<file path="config.mk">
export PLATFORM = sky130hd
export DESIGN_NAME = hf_tans_recoder_p_flat
export DESIGN_NICKNAME = d
export VERILOG_FILES = /design/src/rtl/hf_tans_recoder_p_pkg.sv /design/src/rtl/hf_tans_recoder_p_if.sv /design/src/rtl/hf_tans_recoder_p_prefix_decoder.sv /design/src/rtl/hf_tans_recoder_p.sv /design/src/flat_wrapper.sv
export SDC_FILE = /design/constraint.sdc
export NUM_CORES = 1
export LEC_CHECK = 0
export CAP_MARGIN = 20
export CORE_MARGIN = 8
export CORE_UTILIZATION = 46
export DETAILED_ROUTE_END_ITERATION = 10
export SYNTH_ARGS = -nofsm -noshare
export SYNTH_HDL_FRONTEND = slang
export SYNTH_SLANG_ARGS = --single-unit
</file>
<file path="constraint.sdc">
create_clock -name PHI -period 9.9 [get_ports PHI]
set_input_delay 1.98 -clock PHI [delete_from_list [all_inputs] [get_ports PHI]]
set_output_delay 1.98 -clock PHI [all_outputs]
set_load 0.05 [all_outputs]
</file>
<file path="src/rtl/hf_tans_recoder_p_pkg.sv">
// Shared encodings, width helpers and the reference L=8 tables for the
// Huffman-to-tANS recoder.
package hf_tans_pkg;

  typedef enum logic [2:0] {
    SEL_LS     = 3'd0,
    SEL_START  = 3'd1,
    SEL_ENC    = 3'd2,
    SEL_HCOUNT = 3'd3,
    SEL_HFIRST = 3'd4,
    SEL_HINDEX = 3'd5,
    SEL_HSYM   = 3'd6
  } cfg_sel_e;

  typedef enum logic [1:0] {
    ST_IDLE,
    ST_RUN,
    ST_FLUSH,
    ST_DONE
  } state_e;

  function automatic int unsigned state_w(input int unsigned r);
    return r + 1;
  endfunction

  function automatic int unsigned len_w(input int unsigned r);
    return $clog2(r + 2);
  endfunction

  localparam int unsigned DEF_LS    [4] = '{5, 0, 2, 1};
  localparam int unsigned DEF_START [4] = '{0, 0, 5, 7};
  localparam int unsigned DEF_ENC   [8] = '{8, 9, 10, 11, 12, 13, 14, 15};

endpackage

</file>
<file path="src/rtl/hf_tans_recoder_p_if.sv">
// Configuration, bit-input, beat-output and status bundle of the recoder.
interface hf_tans_recoder_p_if
  import hf_tans_pkg::*;
#(
  parameter int unsigned R  = 3,
  parameter int unsigned CW = 16
);
  logic                    cfg_we;
  logic [2:0]              cfg_sel;
  logic [7:0]              cfg_addr;
  logic [CW-1:0]           cfg_data;
  logic                    in_valid;
  logic                    in_bit;
  logic                    in_last;
  logic                    in_ready;
  logic                    out_valid;
  logic [state_w(R)-1:0]   out_bits;
  logic [len_w(R)-1:0]     out_len;
  logic                    out_ready;
  logic                    done;
  logic                    err;
  logic [state_w(R)-1:0]   final_state;

  modport master (
    output cfg_we, cfg_sel, cfg_addr, cfg_data, in_valid, in_bit, in_last, out_ready,
    input  in_ready, out_valid, out_bits, out_len, done, err, final_state
  );

  modport slave (
    input  cfg_we, cfg_sel, cfg_addr, cfg_data, in_valid, in_bit, in_last, out_ready,
    output in_ready, out_valid, out_bits, out_len, done, err, final_state
  );
endinterface

</file>
<file path="src/rtl/hf_tans_recoder_p_prefix_decoder.sv">
// Canonical-Huffman prefix decoder: programmable tables, code/len accumulators
// and a one-entry symbol holding register with valid/ready.
module hf_prefix_decoder
  import hf_tans_pkg::*;
#(
  parameter int unsigned NSYM   = 4,
  parameter int unsigned MAXLEN = 4,
  parameter int unsigned CW     = 16,
  localparam int unsigned SW    = (NSYM > 1) ? $clog2(NSYM) : 1
) (
  input  logic          clk_i,
  input  logic          rst_i,
  input  logic          cfg_we_i,
  input  logic [2:0]    cfg_sel_i,
  input  logic [7:0]    cfg_addr_i,
  input  logic [CW-1:0] cfg_data_i,
  input  logic          bit_fire_i,
  input  logic          bit_i,
  input  logic          last_i,
  input  logic          start_i,
  output logic          hold_free_o,
  output logic          sym_valid_o,
  output logic [SW-1:0] sym_o,
  input  logic          sym_ready_i,
  output logic          err_o
);
  localparam int unsigned IW = MAXLEN + 1;
  localparam int unsigned CL = $clog2(MAXLEN + 1);

  logic [IW-1:0]     cnt_q   [MAXLEN+1];
  logic [IW-1:0]     first_q [MAXLEN+1];
  logic [IW-1:0]     index_q [MAXLEN+1];
  logic [SW-1:0]     sym_q   [NSYM];

  logic [MAXLEN-1:0] code_q, code_d, code_base, code_n;
  logic [CL-1:0]     len_q, len_d, len_base, len_n;
  logic              hold_v_q, hold_v_d;
  logic [SW-1:0]     hold_sym_q, hold_sym_d;
  logic [IW-1:0]     diff, sidx;
  logic              match, err_c;
  logic [SW-1:0]     sym_c;

  always_comb begin
    code_base = start_i ? '0 : code_q;
    len_base  = start_i ? '0 : len_q;
    code_n    = {code_base[MAXLEN-2:0], bit_i};
    len_n     = len_base + CL'(1);
    // Wrap below hf_first lands far above any legal count, so one compare suffices.
    diff      = {1'b0, code_n} - first_q[len_n];
    match     = diff < cnt_q[len_n];
    sidx      = index_q[len_n] + diff;
    sym_c     = '0;
    for (int unsigned i = 0; i < NSYM; i++) begin
      if (sidx == IW'(i)) sym_c = sym_q[i];
    end
    err_c = bit_fire_i && !match && ((len_n == CL'(MAXLEN)) || last_i);

    code_d     = code_q;
    len_d      = len_q;
    hold_v_d   = hold_v_q;
    hold_sym_d = hold_sym_q;
    if (bit_fire_i) begin
      if (match || err_c) begin
        code_d = '0;
        len_d  = '0;
      end else begin
        code_d = code_n;
        len_d  = len_n;
      end
    end
    if (hold_v_q && sym_ready_i) hold_v_d = 1'b0;
    if (bit_fire_i && match) begin
      hold_v_d   = 1'b1;
      hold_sym_d = sym_c;
    end
  end

  assign hold_free_o = !hold_v_q || sym_ready_i;
  assign sym_valid_o = hold_v_q;
  assign sym_o       = hold_sym_q;
  assign err_o       = err_c;

  always_ff @(posedge clk_i or posedge rst_i) begin
    if (rst_i) begin
      for (int unsigned i = 0; i <= MAXLEN; i++) begin
        cnt_q[i]   <= '0;
        first_q[i] <= '0;
        index_q[i] <= '0;
      end
      for (int unsigned i = 0; i < NSYM; i++) sym_q[i] <= '0;
      code_q     <= '0;
      len_q      <= '0;
      hold_v_q   <= 1'b0;
      hold_sym_q <= '0;
    end else begin
      if (cfg_we_i) begin
        for (int unsigned i = 0; i <= MAXLEN; i++) begin
          if (cfg_addr_i == 8'(i)) begin
            case (cfg_sel_e'(cfg_sel_i))
              SEL_HCOUNT: cnt_q[i]   <= IW'(cfg_data_i);
              SEL_HFIRST: first_q[i] <= IW'(cfg_data_i);
              SEL_HINDEX: index_q[i] <= IW'(cfg_data_i);
              default: ;
            endcase
          end
        end
        for (int unsigned i = 0; i < NSYM; i++) begin
          if (cfg_addr_i == 8'(i) && cfg_sel_e'(cfg_sel_i) == SEL_HSYM) sym_q[i] <= SW'(cfg_data_i);
        end
      end
      code_q     <= code_d;
      len_q      <= len_d;
      hold_v_q   <= hold_v_d;
      hold_sym_q <= hold_sym_d;
    end
  end

endmodule

</file>
<file path="src/rtl/hf_tans_recoder_p.sv">
// Huffman-to-tANS recoder: bit-serial prefix decode feeding a one-symbol-per-cycle
// tANS encoder with a stallable output register and stream framing.
module hf_tans_recoder_p
  import hf_tans_pkg::*;
#(
  parameter int unsigned R      = 3,
  parameter int unsigned NSYM   = 4,
  parameter int unsigned MAXLEN = 4,
  parameter int unsigned CW     = 16
) (
  input logic                PHI,
  input logic                RST,
  hf_tans_recoder_p_if.slave bus
);
  localparam int unsigned XW  = state_w(R);
  localparam int unsigned LW  = len_w(R);
  localparam int unsigned L   = 1 << R;
  localparam int unsigned IXW = R + 2;
  localparam int unsigned SW  = (NSYM > 1) ? $clog2(NSYM) : 1;

  state_e          state_q, state_d;
  logic [XW-1:0]   ls_q    [NSYM];
  logic [XW-1:0]   start_q [NSYM];
  logic [XW-1:0]   enc_q   [L];
  logic [XW-1:0]   x_q, x_d, fin_q, fin_d, ob_q, ob_d;
  logic [LW-1:0]   ol_q, ol_d;
  logic            ov_q, ov_d, err_q, err_d, done_q, done_d;

  logic            idle_like, in_rdy, bit_fire, start, cfg_ok;
  logic            hold_free, sym_v, sym_ready, dec_err, enc_fire;
  logic [SW-1:0]   sym;
  logic [XW-1:0]   ls_c, ones, mask, bits_c, shifted, xn;
  logic [IXW-1:0]  lim, idx;
  logic [LW-1:0]   nb;
  logic            found, oob, ls_zero;

  assign idle_like = state_q inside {ST_IDLE, ST_DONE};
  assign in_rdy    = !RST && (state_q != ST_FLUSH) && hold_free;
  assign bit_fire  = bus.in_valid && in_rdy;
  assign start     = bit_fire && idle_like;
  assign cfg_ok    = bus.cfg_we && idle_like && !start;
  assign sym_ready = !ov_q || bus.out_ready;
  assign enc_fire  = sym_v && sym_ready;

  hf_prefix_decoder #(.NSYM(NSYM), .MAXLEN(MAXLEN), .CW(CW)) u_dec (
    .clk_i       (PHI),
    .rst_i       (RST),
    .cfg_we_i    (cfg_ok),
    .cfg_sel_i   (bus.cfg_sel),
    .cfg_addr_i  (bus.cfg_addr),
    .cfg_data_i  (bus.cfg_data),
    .bit_fire_i  (bit_fire),
    .bit_i       (bus.in_bit),
    .last_i      (bus.in_last),
    .start_i     (start),
    .hold_free_o (hold_free),
    .sym_valid_o (sym_v),
    .sym_o       (sym),
    .sym_ready_i (sym_ready),
    .err_o       (dec_err)
  );

  always_comb begin
    ls_c  = ls_q[sym];
    lim   = {ls_c, 1'b0} - IXW'(1);
    nb    = LW'(R + 1);
    found = 1'b0;
    for (int unsigned k = 0; k <= R + 1; k++) begin
      if (!found && (IXW'(x_q >> k) <= lim)) begin
        nb    = LW'(k);
        found = 1'b1;
      end
    end
    ones    = '1;
    mask    = ~(ones << nb);
    bits_c  = x_q & mask;
    shifted = x_q >> nb;
    idx     = IXW'(start_q[sym]) + IXW'(shifted) - IXW'(ls_c);
    oob     = idx >= IXW'(L);
    xn      = oob ? '0 : enc_q[idx[R-1:0]];
    ls_zero = (ls_c == '0);
  end

  always_comb begin
    state_d = state_q;
    x_d     = x_q;
    err_d   = err_q;
    done_d  = 1'b0;
    fin_d   = fin_q;
    ov_d    = ov_q;
    ob_d    = ob_q;
    ol_d    = ol_q;
    if (start) begin
      x_d   = XW'(L);
      err_d = 1'b0;
    end
    if (ov_q && bus.out_ready) ov_d = 1'b0;
    if (enc_fire) begin
      if (ls_zero) begin
        err_d = 1'b1;
      end else begin
        ov_d = 1'b1;
        ob_d = bits_c;
        ol_d = nb;
        x_d  = xn;
        if (oob) err_d = 1'b1;
      end
    end
    if (dec_err) err_d = 1'b1;
    case (state_q)
      ST_IDLE, ST_DONE: if (bit_fire) state_d = (bus.in_last || dec_err) ? ST_FLUSH : ST_RUN;
      ST_RUN:           if (bit_fire && (bus.in_last || dec_err)) state_d = ST_FLUSH;
      ST_FLUSH: begin
        if (!sym_v && !ov_q) begin
          state_d = ST_DONE;
          done_d  = 1'b1;
          fin_d   = x_q;
        end
      end
      default: state_d = ST_IDLE;
    endcase
  end

  always_ff @(posedge PHI or posedge RST) begin
    if (RST) begin
      state_q <= ST_IDLE;
      x_q     <= XW'(L);
      fin_q   <= '0;
      err_q   <= 1'b0;
      done_q  <= 1'b0;
      ov_q    <= 1'b0;
      ob_q    <= '0;
      ol_q    <= '0;
      for (int unsigned i = 0; i < NSYM; i++) begin
        ls_q[i]    <= '0;
        start_q[i] <= '0;
      end
      for (int unsigned i = 0; i < L; i++) enc_q[i] <= '0;
    end else begin
      state_q <= state_d;
      x_q     <= x_d;
      fin_q   <= fin_d;
      err_q   <= err_d;
      done_q  <= done_d;
      ov_q    <= ov_d;
      ob_q    <= ob_d;
      ol_q    <= ol_d;
      if (cfg_ok) begin
        for (int unsigned i = 0; i < NSYM; i++) begin
          if (bus.cfg_addr == 8'(i) && cfg_sel_e'(bus.cfg_sel) == SEL_LS)    ls_q[i]    <= XW'(bus.cfg_data);
          if (bus.cfg_addr == 8'(i) && cfg_sel_e'(bus.cfg_sel) == SEL_START) start_q[i] <= XW'(bus.cfg_data);
        end
        for (int unsigned i = 0; i < L; i++) begin
          if (bus.cfg_addr == 8'(i) && cfg_sel_e'(bus.cfg_sel) == SEL_ENC) enc_q[i] <= XW'(bus.cfg_data);
        end
      end
    end
  end

  assign bus.in_ready    = in_rdy;
  assign bus.out_valid   = ov_q;
  assign bus.out_bits    = ob_q;
  assign bus.out_len     = ol_q;
  assign bus.done        = done_q;
  assign bus.err         = err_q;
  assign bus.final_state = fin_q;

endmodule

</file>
<file path="src/flat_wrapper.sv">
// flat-port wrapper written by rule: the top's interface ports become plain ports
module hf_tans_recoder_p_flat import hf_tans_pkg::*;
#(
  parameter int unsigned R      = 3,
  parameter int unsigned NSYM   = 4,
  parameter int unsigned MAXLEN = 4,
  parameter int unsigned CW     = 16
)
  (PHI, RST, bus_cfg_we, bus_cfg_sel, bus_cfg_addr, bus_cfg_data, bus_in_valid, bus_in_bit, bus_in_last, bus_out_ready, bus_in_ready, bus_out_valid, bus_out_bits, bus_out_len, bus_done, bus_err, bus_final_state);
  hf_tans_recoder_p_if #(.R(R), .CW(CW)) bus_i ();
  input logic PHI;
  input logic RST;
  input wire logic [$bits(bus_i.cfg_we)-1:0] bus_cfg_we;
  input wire logic [$bits(bus_i.cfg_sel)-1:0] bus_cfg_sel;
  input wire logic [$bits(bus_i.cfg_addr)-1:0] bus_cfg_addr;
  input wire logic [$bits(bus_i.cfg_data)-1:0] bus_cfg_data;
  input wire logic [$bits(bus_i.in_valid)-1:0] bus_in_valid;
  input wire logic [$bits(bus_i.in_bit)-1:0] bus_in_bit;
  input wire logic [$bits(bus_i.in_last)-1:0] bus_in_last;
  input wire logic [$bits(bus_i.out_ready)-1:0] bus_out_ready;
  output wire logic [$bits(bus_i.in_ready)-1:0] bus_in_ready;
  output wire logic [$bits(bus_i.out_valid)-1:0] bus_out_valid;
  output wire logic [$bits(bus_i.out_bits)-1:0] bus_out_bits;
  output wire logic [$bits(bus_i.out_len)-1:0] bus_out_len;
  output wire logic [$bits(bus_i.done)-1:0] bus_done;
  output wire logic [$bits(bus_i.err)-1:0] bus_err;
  output wire logic [$bits(bus_i.final_state)-1:0] bus_final_state;
  assign bus_i.cfg_we = bus_cfg_we;
  assign bus_i.cfg_sel = bus_cfg_sel;
  assign bus_i.cfg_addr = bus_cfg_addr;
  assign bus_i.cfg_data = bus_cfg_data;
  assign bus_i.in_valid = bus_in_valid;
  assign bus_i.in_bit = bus_in_bit;
  assign bus_i.in_last = bus_in_last;
  assign bus_i.out_ready = bus_out_ready;
  assign bus_in_ready = bus_i.in_ready;
  assign bus_out_valid = bus_i.out_valid;
  assign bus_out_bits = bus_i.out_bits;
  assign bus_out_len = bus_i.out_len;
  assign bus_done = bus_i.done;
  assign bus_err = bus_i.err;
  assign bus_final_state = bus_i.final_state;
  hf_tans_recoder_p #(.R(R), .NSYM(NSYM), .MAXLEN(MAXLEN), .CW(CW)) u_core (.PHI(PHI), .RST(RST), .bus(bus_i));
endmodule
</file>
# ---- Yosys cells after proc, flatten, opt, wreduce, memory -nomap -nowiden
# Cells that the tools add are included.
dict set report word_totals {
  wordCells 248
  regBits 176
  input_bits 34
  output_inout_bits 15
}
dict set report classes {
  n_eq_ne 24
  n_mux 56
  reduce_logical 97
  n_addsub 6
  n_shift 2
  magnitude_cmp 10
  bitwise_logic 6
}
# cell count
set op_table {}
lappend op_table {{$reduce_and 3->1} 16}
lappend op_table {{$bmux 5 s3} 3}
lappend op_table {{$reduce_and 2->1} 22}
lappend op_table {{$mux 4} 10}
lappend op_table {{$logic_and 1x1->1} 37}
lappend op_table {{$eq 8x3->1 const B} 4}
lappend op_table {{$mux 5} 6}
lappend op_table {{$mux 3} 9}
lappend op_table {{$bmux 4 s2} 2}
lappend op_table {{$eq 8x2->1 const B} 2}
lappend op_table {{$mux 1} 16}
lappend op_table {{$mux 2} 8}
lappend op_table {{$bmux 4 s3} 1}
lappend op_table {{$eq 3x3->1 const B} 4}
lappend op_table {{$eq 5x2->1 const B} 2}
lappend op_table {{$logic_not 1->1} 9}
lappend op_table {{$eq 8x1->1 const B} 1}
lappend op_table {{$ge 4x4->1 const B} 2}
lappend op_table {{$logic_not 8->1} 1}
lappend op_table {{$not 3->4} 2}
lappend op_table {{$eq 3x2->1 const B} 2}
lappend op_table {{$ne 2x1->1 const B} 3}
lappend op_table {{$pmux 2 s3} 1}
lappend op_table {{$add 4x4->5} 1}
lappend op_table {{31 further kinds} 37}

# ---- Logic depth before layout (Yosys ltp)
# Gate-level depths: netlist of the first run.
dict set report depth {
  depth_word 29
  ltp_mapped 26
  ltp_nobuf 22
}

# ---- Cells and area by module
# Synthesis of the first run repeated with hierarchy kept, for this count alone.
dict set report unflattened {
  hier_cells 668
  area_unflattened_um2 8982.4
}
# module instances cells_per_inst area_each_um2 seq_area_each_um2
set by_module_without_submodules {}
lappend by_module_without_submodules {hf_prefix_decoder 1 339 4643.2 2302.2}
lappend by_module_without_submodules {hf_tans_recoder_p 1 329 4339.2 2103.3}

# ---- Worst setup path before layout of the first run
# No wires, ideal clock.
dict set report synth_path {
  kind {input -> register}
  start {in bus_out_ready}
  end {reg u_core.u_dec.len_q[1]}
  setup_time_ns 0.067
  arrival_time_ns 7.135
  required_time_ns 9.833
  path_stages 24
  path_slack_ns 2.699
  cell_sequence {and3b_1 -> clkbuf_1 -> o21ai_2 -> clkbuf_1 -> inv_1 -> ha_1 -> clkbuf_1 -> inv_1 -> buf_1 -> mux4_2 -> a22oi_1 -> ha_1 -> a21o_1 -> a21oi_1 -> xnor2_1 -> ha_1 -> o21a_1 -> o211ai_1 -> a31o_2 -> a31o_2 -> nand2_1 -> and3_1 -> clkbuf_1 -> a22o_1}
}
dict set report synth_via {
  elab_chain_cells 18
}
# element line_no
set synth_rtl {}
lappend synth_rtl {{start: declaration} flat_wrapper.sv:20} ;# input wire logic [$bits(bus_i.out_ready)-1:0] bus_out_ready;
lappend synth_rtl {{$logic_or 1x1->1 *} hf_tans_recoder_p.sv:42} ;# assign sym_ready = !ov_q || bus.out_ready;
lappend synth_rtl {{$logic_or 1x1->1 *} hf_tans_recoder_p_prefix_decoder.sv:78} ;# assign hold_free_o = !hold_v_q || sym_ready_i;
lappend synth_rtl {{$logic_and 1x1->1 *} hf_tans_recoder_p.sv:38} ;# assign in_rdy = !RST && (state_q != ST_FLUSH) && hold_free;
lappend synth_rtl {{$logic_and 1x1->1 *} hf_tans_recoder_p.sv:39} ;# assign bit_fire = bus.in_valid && in_rdy;
lappend synth_rtl {{$logic_and 1x1->1} hf_tans_recoder_p.sv:40} ;# assign start = bit_fire && idle_like;
lappend synth_rtl {{$mux 3} hf_tans_recoder_p_prefix_decoder.sv:45} ;# len_base = start_i ? '0 : len_q;
lappend synth_rtl {{$add 3x1->3} hf_tans_recoder_p_prefix_decoder.sv:47} ;# len_n = len_base + CL'(1);
lappend synth_rtl {{$not 3->4 (implied by the code)} {hf_tans_recoder_p_prefix_decoder.sv:49, hf_tans_recoder_p_prefix_decoder.sv:50}}
lappend synth_rtl {{$bmux 5 s3} hf_tans_recoder_p_prefix_decoder.sv:49} ;# diff = {1'b0, code_n} - first_q[len_n];
lappend synth_rtl {{$mux 5 (implied by the code) (2 in series)} hf_tans_recoder_p_prefix_decoder.sv:49}
lappend synth_rtl {{$sub 4x5->5} hf_tans_recoder_p_prefix_decoder.sv:49}
lappend synth_rtl {{$lt 5x5->1} hf_tans_recoder_p_prefix_decoder.sv:50} ;# match = diff < cnt_q[len_n];
lappend synth_rtl {{$logic_not 1->1} hf_tans_recoder_p_prefix_decoder.sv:56} ;# err_c = bit_fire_i && !match && ((len_n == CL'(MAXLEN)) || last_i);
lappend synth_rtl {{$logic_and 1x1->1 (2 in series)} hf_tans_recoder_p_prefix_decoder.sv:56}
lappend synth_rtl {{$logic_or 1x1->1} hf_tans_recoder_p_prefix_decoder.sv:63} ;# if (match || err_c) begin
lappend synth_rtl {{$mux 3} hf_tans_recoder_p_prefix_decoder.sv:63}
lappend synth_rtl {{end signal: assignment} hf_tans_recoder_p_prefix_decoder.sv:112} ;# len_q <= len_d;
lappend synth_rtl {{end: declaration} hf_tans_recoder_p_prefix_decoder.sv:36} ;# logic [CL-1:0] len_q, len_d, len_base, len_n;
# Every way passes the cells marked *; elsewhere a longest branch is shown, timed or not. The select of a mux whose other input is x is not followed.
# A chain may end at the register's enable or synchronous reset.

# ---- Worst setup path after layout of the first run
dict set report layout_path {
  start {in RST}
  end {reg u_core.u_dec.len_q[1]}
}
dict set report layout_via {
  elab_chain_cells 18
}
# element line_no
set layout_rtl {}
lappend layout_rtl {{start: declaration} flat_wrapper.sv:12} ;# input logic RST;
lappend layout_rtl {{$logic_not 1->1 *} hf_tans_recoder_p.sv:38}
lappend layout_rtl {{$logic_and 1x1->1 * (2 in series)} hf_tans_recoder_p.sv:38}
lappend layout_rtl {{$logic_and 1x1->1 *} hf_tans_recoder_p.sv:39}
lappend layout_rtl {{$logic_and 1x1->1} hf_tans_recoder_p.sv:40}
lappend layout_rtl {{$mux 3} hf_tans_recoder_p_prefix_decoder.sv:45}
lappend layout_rtl {{$add 3x1->3} hf_tans_recoder_p_prefix_decoder.sv:47}
lappend layout_rtl {{$not 3->4 (implied by the code)} {hf_tans_recoder_p_prefix_decoder.sv:49, hf_tans_recoder_p_prefix_decoder.sv:50}}
lappend layout_rtl {{$bmux 5 s3} hf_tans_recoder_p_prefix_decoder.sv:49}
lappend layout_rtl {{$mux 5 (implied by the code) (2 in series)} hf_tans_recoder_p_prefix_decoder.sv:49}
lappend layout_rtl {{$sub 4x5->5} hf_tans_recoder_p_prefix_decoder.sv:49}
lappend layout_rtl {{$lt 5x5->1} hf_tans_recoder_p_prefix_decoder.sv:50}
lappend layout_rtl {{$logic_not 1->1} hf_tans_recoder_p_prefix_decoder.sv:56}
lappend layout_rtl {{$logic_and 1x1->1 (2 in series)} hf_tans_recoder_p_prefix_decoder.sv:56}
lappend layout_rtl {{$logic_or 1x1->1} hf_tans_recoder_p_prefix_decoder.sv:63}
lappend layout_rtl {{$mux 3} hf_tans_recoder_p_prefix_decoder.sv:63}
# Marked as above.

==> results.txt, run 1 <==
----------------------------------------------------
[Clock network]
  Worst skew pair latency ... 430 ps
  Number of buffers added to fix hold violations after cts ... 0
  Clk slew on worst S/H paths ... 60 ps
  Clk sinks ... 176
  Number of levels in the clock H-tree ... 4
  Inserted Clock Buffers ... 17
  Clock Root Buffer ... sky130_fd_sc_hd__clkbuf_16
  Maximum number of buffers from clock root to sink ... 2
  Total of cells resized after clock tree synthesis ... 0
  Post-CTS setup buffers ... 0
  TritonCTS clock tree ... yes

[Floorplan]
  Starting Density ... 46.5%
  Boundary pin count ... 49
  Die Y ... 156 um
  Floorplan row count ... 51
  Overall die area ... 0.0242 mm2
  Horiz. Die Dim ... 156 um
  Placeable core area ... 0.0193 mm2

[Flow run]
  Number of violations of the max-capacitance limit ... 0

[Yosys]
  Fraction of post-synthesis cell area in the top cell type by area ... 48.9%
  Syn avg cell area ... 13.5 um2
  Synth top area cells ... sky130_fd_sc_hd__dfrtp_1 (49%), sky130_fd_sc_hd__mux2_2 (18%), sky130_fd_sc_hd__mux4_2 (8.0%)
  Async set-reset flop share out of synthesis ... 100%
  Flops & latches, synth ... 176
  Most used flip-flop cell after synthesis ... sky130_fd_sc_hd__dfrtp_1
  Gate count of the mapped netlist ... 662
  EDFF count, synth ... 0
  Mapped cell area ... 0.00896 mm2
  Post-synthesis sequential area ratio ... 49.2%
  Synth unique cells ... 63
  Count of yosys warnings during synthesis ... 0
  Commonest cells post-synth ... sky130_fd_sc_hd__dfrtp_1 (175), sky130_fd_sc_hd__mux2_2 (143), sky130_fd_sc_hd__mux4_2 (32)
  Most used standard cell by instance count after synthesis ... sky130_fd_sc_hd__dfrtp_1
  Number of nets in the synthesized netlist ... 730
  Post-synth top area cell ... sky130_fd_sc_hd__dfrtp_1

[Route]
  Number of nets with antenna violations after detailed routing ... 0
  Routed len/inst ... 20.3 um
  Detail-routed via count per cell ... 5.62
  Count of routing violations after the opening detailed-route iteration ... 278
  Number of detailed-route iterations in the first pass ... 4
  Met3 wire length ... 856 um
  Detail Route met2 WL ... 9060 um
  Routed vias ... 5463
  Final wirelength ... 19700 um
  Detailed-route DRC error count ... 0
  Total routed wire length on the met1 layer ... 9500 um
  DR top layer ... met5

[Critical path]
  Startpoint class of the critical path ... input port
  Arrival time at the worst endpoint ... 8040 ps
  Most numerous cell on the critical path ... sky130_fd_sc_hd__ha_1
  Peak per-stage delay on the critical path ... 700 ps
  Critical path buffers and inverters ... 3
  WP data required ... 10260 ps
  Family with the most delay on the worst path ... compound AO/OA/AOI/OAI gates
  Standard cell with the maximum stage delay on the critical path ... sky130_fd_sc_hd__o2111a_1
  Number of cells on the worst reg-to-reg path ... 22
  Critical Path, Cell by Cell ... clkdlybuf4s50_1 -> nand4bb_1 -> nor2_1 -> nor2b_1 -> ha_1 -> inv_1 -> o2111a_1 -> a22o_1 -> ha_1 -> inv_1 -> fa_1 -> a21o_1 -> a21oi_1 -> xnor2_1 -> ha_1 -> o211ai_1 -> a31o_2 -> a31o_2 -> nand2_1 -> and3_1 -> a22o_1
  Worst Setup End Kind ... flop
  Register-to-Register Setup Slack ... 3500 ps
  Depth of the critical timing path with buffers and inverters included ... 21
  CP max FO ... 15
  Category of the critical setup timing path ... input port to flop

[Final layout]
  Total Nets Final ... 762
  Layout area overhead ... 13.2%
  Antenna Diode Count ... 0
  Core utilization of the finished layout ... 52.6%
  FILL cells ... 1636
  Share of final-layout standard cells stronger than drive strength 1 ... 34.1%

[Power and ir drop]
  IR drop worst, VDD ... 0.0940 mV
  Static Leakage ... 4.75 nW
  Power density over cell area ... 180 mW/mm2

[STA]
  Max Freq ... 130 MHz
  Clock period minus worst slack ... 7680 ps
  Final critical-path share of the clock period ... 77.6%
  Number of setup violations in the final report ... 0
  Final hold violation count ... 0
  Post-Route Setup TNS ... 0 ps
  Final worst clock skew ... 6.72 ps
  Setup repair after global routing missed its margin ... no
  Fin. max-slew vios ... 0
  Worst-Margin Slew ... 961 ps
  Relative max-transition margin ... 35.9%

[Global route]
  Number of global-route vias before repair ... 5918
  Total global-route track usage ... 17.3%
  Maximum number of pins on one net before global-route repair ... 100
  First-pass GRT wire length ... 32400 um
  Remaining global-route overflow ... 0
  Initial antenna violation count ... 1

[Placement]
  Post-DP HPWL ... 13700 um
  Gpl congestion ... 0.778
  Count of buffers inserted at the top-level ports ... 37

[Hold path]
  Hold Path Depth ... 1
  Class of the most critical hold timing path ... flop to flop

[Status]
  Run status ... finished clean

----------------------------------------------------
## worst reg2reg max path: cells and delay by family (launching register included)
family | cells | cell delay (ps)
compound gates | 8 | 2060
xor+xnor | 1 | 130
fa+ha+maj | 5 | 1840
buf+inv | 3 | 760
flops | 1 | 370
simple gates | 5 | 1180
## flip-flops by register name, summed over array words and instances, names as in the netlist
| signal | count |
|---|---|
| u_core.state_q | 2 |
| u_core.bus.final_state | 4 |
| u_core.ls_q | 16 |
| u_core.u_dec.cnt_q | 25 |
| u_core.bus.out_bits | 4 |
| u_core.bus.out_len | 3 |
| u_core.start_q | 16 |
| u_core.u_dec.code_q | 3 |
| u_core.u_dec.first_q | 25 |
| u_core.u_dec.sym_o | 2 |
| u_core.enc_q | 32 |
| u_core.u_dec.len_q | 3 |
| u_core.bus.done | 1 |
| u_core.u_dec.sym_valid_o | 1 |
| u_core.bus.out_valid | 1 |
| u_core.bus.err | 1 |
| u_core.u_dec.index_q | 25 |
| u_core.u_dec.sym_q | 8 |
| u_core.x_q | 4 |
## report_power, final
group	leakage [nW]	total [mW]	internal [mW]	switching [mW]
clock	0.254	0.619	0.333	0.286
combinational	2.06	0.444	0.185	0.259
sequential	2.44	0.763	0.745	0.0181
## final cells by class
cell class / instances / area [um2] / area share [%]
flip-flops and latches: 176 / 4410 / 43.4
multi-input cells: 430 / 4340 / 42.8
clock buffers: 23 / 458 / 4.52
repair buffers: 44 / 430 / 4.24
well taps: 265 / 332 / 3.27
inverters: 25 / 98.8 / 0.975
clock inverters: 9 / 78.8 / 0.777
## final timing paths
check | from | end
setup / recovery | RST | u_core.u_dec.len_q[1]$_DFFE_PP0P_
hold / removal | u_core.bus.out_len[1]$_DFFE_PP0P_ | u_core.bus.out_len[1]$_DFFE_PP0P_
setup reg to reg | u_core.state_q[0]$_DFFE_PP0P_ | u_core.u_dec.len_q[1]$_DFFE_PP0P_
hold reg to reg | u_core.bus.out_len[1]$_DFFE_PP0P_ | u_core.bus.out_len[1]$_DFFE_PP0P_
max in group asynchronous | RST | u_core.u_dec.cnt_q[11]$_DFFE_PP0P_
min in group asynchronous | RST | u_core.bus.done$_DFF_PP0_
## placed cells by master, fill, tap and decap left out, types with 6 or more instances in the layout
master	instances
sky130_fd_sc_hd__nor2_1	18
sky130_fd_sc_hd__fa_1	6
sky130_fd_sc_hd__mux2i_1	9
sky130_fd_sc_hd__xnor2_1	8
sky130_fd_sc_hd__inv_1	24
sky130_fd_sc_hd__clkbuf_16	17
sky130_fd_sc_hd__a21oi_1	12
sky130_fd_sc_hd__buf_4	6
sky130_fd_sc_hd__dfrtp_1	175
sky130_fd_sc_hd__mux2_2	143
sky130_fd_sc_hd__a22o_1	12
sky130_fd_sc_hd__nand3_1	7
sky130_fd_sc_hd__mux2_4	8
sky130_fd_sc_hd__nand2b_1	6
sky130_fd_sc_hd__nand2_1	29
sky130_fd_sc_hd__clkdlybuf4s50_1	37
sky130_fd_sc_hd__xor2_1	6
sky130_fd_sc_hd__a21o_1	6
sky130_fd_sc_hd__nor2_2	8
sky130_fd_sc_hd__ha_1	28
sky130_fd_sc_hd__nor2b_1	9
sky130_fd_sc_hd__o21ai_0	12
sky130_fd_sc_hd__a22oi_1	9
sky130_fd_sc_hd__mux4_2	32
## metal layers
layer	vias to the layer above	GRT usage (%)
met5	-	0
met4	2	5.08
met3	26	4.24
met2	98	26.9
met1	2832	23.6
li1	2505	-
## stage by stage
stage               worst slack, ps  hold slack (ps)  cell area (um2)  total power [mW]  cells
global route                   1730              512            10100              1.91    972
detailed placement             1700              473             9590              1.22    939
CTS                            2110              488            10100              1.84    971
finish                         2220              486            10100              1.83    972
floorplan                      2700              465             8960              1.10    662
global placement               1770              465             9590              1.21    939
## cell families after synthesis
family | Yosys count | share of synthesized area [%]
adder cells (fa/ha/maj) | 34 | 5.25
flip-flops | 176 | 49.2
AND/OR/NAND/NOR | 116 | 7.51
buffers and inverters | 56 | 2.40
AO/OA/AOI/OAI | 74 | 5.94
multiplexers | 192 | 28.4
XOR/XNOR | 14 | 1.37
No activity file was read; power rests on OpenSTA's default activity.
==> run 2: changes to the inputs <==
==> constraint.sdc (replaced) <==
create_clock -name PHI -period 7.2 [get_ports PHI]
set_input_delay 1.44 -clock PHI [delete_from_list [all_inputs] [get_ports PHI]]
set_output_delay 1.44 -clock PHI [all_outputs]
set_load 0.05 [all_outputs]
==> run 2 against run 1 <==
  * Via count down 0.59%
  * Core utilization up 0.78 points
  * First-iteration DRC count down 9.0%
  * Setup slack worse by 1200 ps
  * Clock power up 53%
  * Sequential cell count unchanged
  * Hold slack worse by 5.0 ps
  * Die area unchanged
  * Largest cell class unchanged
  * Largest power group unchanged
==> results.txt, run 2 (synthesis gave the netlist of run 1 again) <==
----------------------------------------------------
[Status]
  Run status ... finished clean

[Clock network]
  Clk sinks ... 176 (unchanged)
  Clk slew on worst S/H paths ... 70 ps (about the same)
  Worst skew pair latency ... 440 ps (about the same)
  Number of buffers added to fix hold violations after cts ... 0 (unchanged)
  Number of levels in the clock H-tree ... 4 (unchanged)
  Inserted Clock Buffers ... 17 (unchanged)
  Maximum number of buffers from clock root to sink ... 2 (unchanged)
  Clock Root Buffer ... sky130_fd_sc_hd__clkbuf_16
  Post-CTS setup buffers ... 0 (unchanged)
  Total of cells resized after clock tree synthesis ... 0 (unchanged)
  TritonCTS clock tree ... yes

[Final layout]
  Most frequent standard cell in the layout excluding fill and tap cells ... sky130_fd_sc_hd__dfrtp_1
  Antenna Diode Count ... 0 (unchanged)
  Finished Cell Area ... 0.0103 mm2 (+1.5%)
  Register containing the most flip-flops in the final layout ... u_core.enc_q
  Flip-flop count of the largest register after layout ... 32 (unchanged)
  Total Nets Final ... 767 (+0.66%)
  Share of final-layout standard cells stronger than drive strength 1 ... 35.3% (+1.2 points)
  Layout area overhead ... 14.9%
  Core utilization of the finished layout ... 53.4% (+0.78 points)
  Most used cells in the layout excluding fill and tap cells ... sky130_fd_sc_hd__dfrtp_1 (175), sky130_fd_sc_hd__mux2_2 (143), sky130_fd_sc_hd__clkdlybuf4s50_1 (37)

[Global route]
  Maximum number of pins on one net before global-route repair ... 115 (+15%)
  Number of global-route vias before repair ... 5751 (-2.8%)
  Initial antenna violation count ... 1 (unchanged)
  First-pass GRT wire length ... 31800 um (-1.9%)
  Total global-route track usage ... 17.1% (-0.21 points)
  Remaining global-route overflow ... 0 (unchanged)

[Critical path]
  Family with the most delay on the worst path ... buffers and inverters
  Most numerous cell on the critical path ... sky130_fd_sc_hd__ha_1
  Standard cell with the maximum stage delay on the critical path ... sky130_fd_sc_hd__clkdlybuf4s50_1
  Critical path buffers and inverters ... 5 (+2)
  Peak per-stage delay on the critical path ... 540 ps (-160 ps)
  WP data required ... 7530 ps (-2730 ps)
  Critical Path, Cell by Cell ... clkdlybuf4s50_1 -> nand4bb_1 -> nor2_1 -> buf_4 -> nor2b_1 -> ha_1 -> inv_1 -> buf_4 -> mux4_2 -> a22o_1 -> ha_1 -> inv_1 -> fa_1 -> xor2_1 -> ha_1 -> a21o_1 -> a21o_1 -> a21oi_1 -> nand2_1 -> and3_1 -> a22o_1
  Number of cells on the worst reg-to-reg path ... 15 (-32%)
  Arrival time at the worst endpoint ... 6470 ps (-1570 ps)
  RR Startpoint ... u_core.u_dec.sym_o[0]$_DFFE_PP0P_
  Startpoint class of the critical path ... input port
  CP max FO ... 9 (-6)
  Worst r2r dst ... u_core.x_q[0]$_DFF_PP0_
  Register-to-Register Setup Slack ... 1620 ps (-1880 ps)
  Category of the critical setup timing path ... input port to flop
  Worst Setup End Kind ... flop

[STA]
  Number of setup violations in the final report ... 0 (unchanged)
  Fin. max-slew vios ... 0 (unchanged)
  Final hold violation count ... 0 (unchanged)
  Setup repair after global routing missed its margin ... no
  Final worst clock skew ... 8.45 ps (+1.74 ps)
  Max Freq ... 163 MHz
  Relative max-transition margin ... 44.8% (+8.9 points)
  Worst-Margin Slew ... 822 ps (-139 ps)
  Post-route worst setup slack ... 1060 ps (-1160 ps)
  Clock period minus worst slack ... 6140 ps
  Post-Route Setup TNS ... 0 ps (unchanged)
  Final critical-path share of the clock period ... 85.3%

[Hold path]
  Hold Path Depth ... 2 (+1)
  Hold wc startpoint ... u_core.bus.out_bits[0]$_DFFE_PP0P_
  Class of the most critical hold timing path ... flop to flop
  Endpoint of the worst hold path ... u_core.bus.out_bits[0]$_DFFE_PP0P_

[Flow run]
  Number of violations of the max-capacitance limit ... 0 (unchanged)

[Floorplan]
  Floorplan row count ... 51 (unchanged)
  Starting Density ... 46.5% (unchanged)
  Overall die area ... 0.0242 mm2 (unchanged)
  Boundary pin count ... 49 (unchanged)
  Die Y ... 156 um (unchanged)
  Placeable core area ... 0.0193 mm2 (unchanged)
  Horiz. Die Dim ... 156 um (unchanged)

[Route]
  Number of detailed-route iterations in the first pass ... 4 (unchanged)
  Routed len/inst ... 20.2 um (-0.53%)
  Count of routing violations after the opening detailed-route iteration ... 253 (-9.0%)
  Detail-routed via count per cell ... 5.56 (-1.1%)
  Final wirelength ... 19700 um (about the same)
  Routed vias ... 5431 (-0.59%)
  Number of nets with antenna violations after detailed routing ... 0 (unchanged)
  Detailed-route DRC error count ... 0 (unchanged)

[Placement]
  Gpl congestion ... 0.773 (-0.66%)
  Post-DP HPWL ... 13700 um (about the same)
  Count of buffers inserted at the top-level ports ... 37 (unchanged)
  Post-Place Worst Slack ... 629 ps (-1070 ps)
  Cell area after placement ... 0.00961 mm2 (+0.23%)

[Power and ir drop]
  Static Leakage ... 4.83 nW (+1.8%)
  Power density over cell area ... 256 mW/mm2 (+42%)
  Total power ... 2.63 mW (+44%)
  IR drop worst, VDD ... 0.129 mV (+37%)

----------------------------------------------------
run 2: cell types whose count changed in the layout (fill, tap and decap cells not counted), moves of 2 or more:
| cell | previous run | this run |
|---|---|---|
| sky130_fd_sc_hd__clkbuf_1 | 5 | 0 |
| sky130_fd_sc_hd__inv_6 | 3 | 8 |
| sky130_fd_sc_hd__buf_4 | 6 | 9 |
| sky130_fd_sc_hd__clkinv_4 | 4 | 1 |
| sky130_fd_sc_hd__buf_16 | 0 | 2 |
| sky130_fd_sc_hd__bufinv_16 | 0 | 2 |
run 2: cell type report:
type | instances | area [um2]
fill | 1635 | 8980
sequential | 176 | 4410
multi-input combinational | 430 | 4340
timing repair buffer | 49 | 508
clock buffer | 18 | 439
tap | 265 | 332
clock inverter | 14 | 170
inverter | 25 | 98.8
run 2: worst register-to-register path, cell delays in order (launching register included):
cell                       delay [ps]
sky130_fd_sc_hd__dfrtp_1          690
sky130_fd_sc_hd__mux4_2           670
sky130_fd_sc_hd__inv_1             90
sky130_fd_sc_hd__ha_1             260
sky130_fd_sc_hd__ha_1             320
sky130_fd_sc_hd__a21oi_1           70
sky130_fd_sc_hd__a31oi_1          160
sky130_fd_sc_hd__nand2_1          170
sky130_fd_sc_hd__o311ai_0         350
sky130_fd_sc_hd__o21ai_0          200
sky130_fd_sc_hd__fa_1             510
sky130_fd_sc_hd__inv_1             70
sky130_fd_sc_hd__fa_1             880
sky130_fd_sc_hd__mux4_2           590
sky130_fd_sc_hd__mux2i_1          300
sky130_fd_sc_hd__o21ai_0          120
run 2: worst max-delay path by stage:
stage                        startpoint                                 to  slack [ps]  cells after the start
final                               RST  u_core.u_dec.len_q[0]$_DFFE_PP0P_        1060                     21
after global routing                RST  u_core.u_dec.len_q[2]$_DFFE_PP0P_         730                     21
after CTS                           RST  u_core.u_dec.len_q[0]$_DFFE_PP0P_        1070                     21
after detailed placement            RST  u_core.u_dec.len_q[0]$_DFFE_PP0P_         630                     21
after global placement              RST  u_core.u_dec.len_q[0]$_DFFE_PP0P_         720                     21
after floorplan           bus_out_ready  u_core.u_dec.len_q[1]$_DFFE_PP0P_         540                     24
run 2: stage by stage:
| stage | instances | hold slack (ps) |
|---|---|---|
| 2_1_floorplan | 662 | 465 |
| 3_3_place_gp | 942 | 465 |
| 3_5_place_dp | 942 | 472 |
| 4_1_cts | 974 | 490 |
| 5_1_grt | 977 | 499 |
| 6_report | 977 | 481 |
run 2: per-layer routing:
layer / wire, um / share of wire (%) / track usage [%]
met1: 9300 / 47 / 23.1
met2: 9300 / 47 / 27.0
met3: 840 / 4.3 / 3.99
met4: 252 / 1.3 / 4.94
met5: 11 / 0.056 / 0
run 2: report_power, final:
group	total [mW]	internal [mW]	switching, mW	leakage, nW
Clock	0.948	0.533	0.415	0.298
Combinational	0.638	0.268	0.370	2.10
Sequential	1.05	1.02	0.0244	2.44
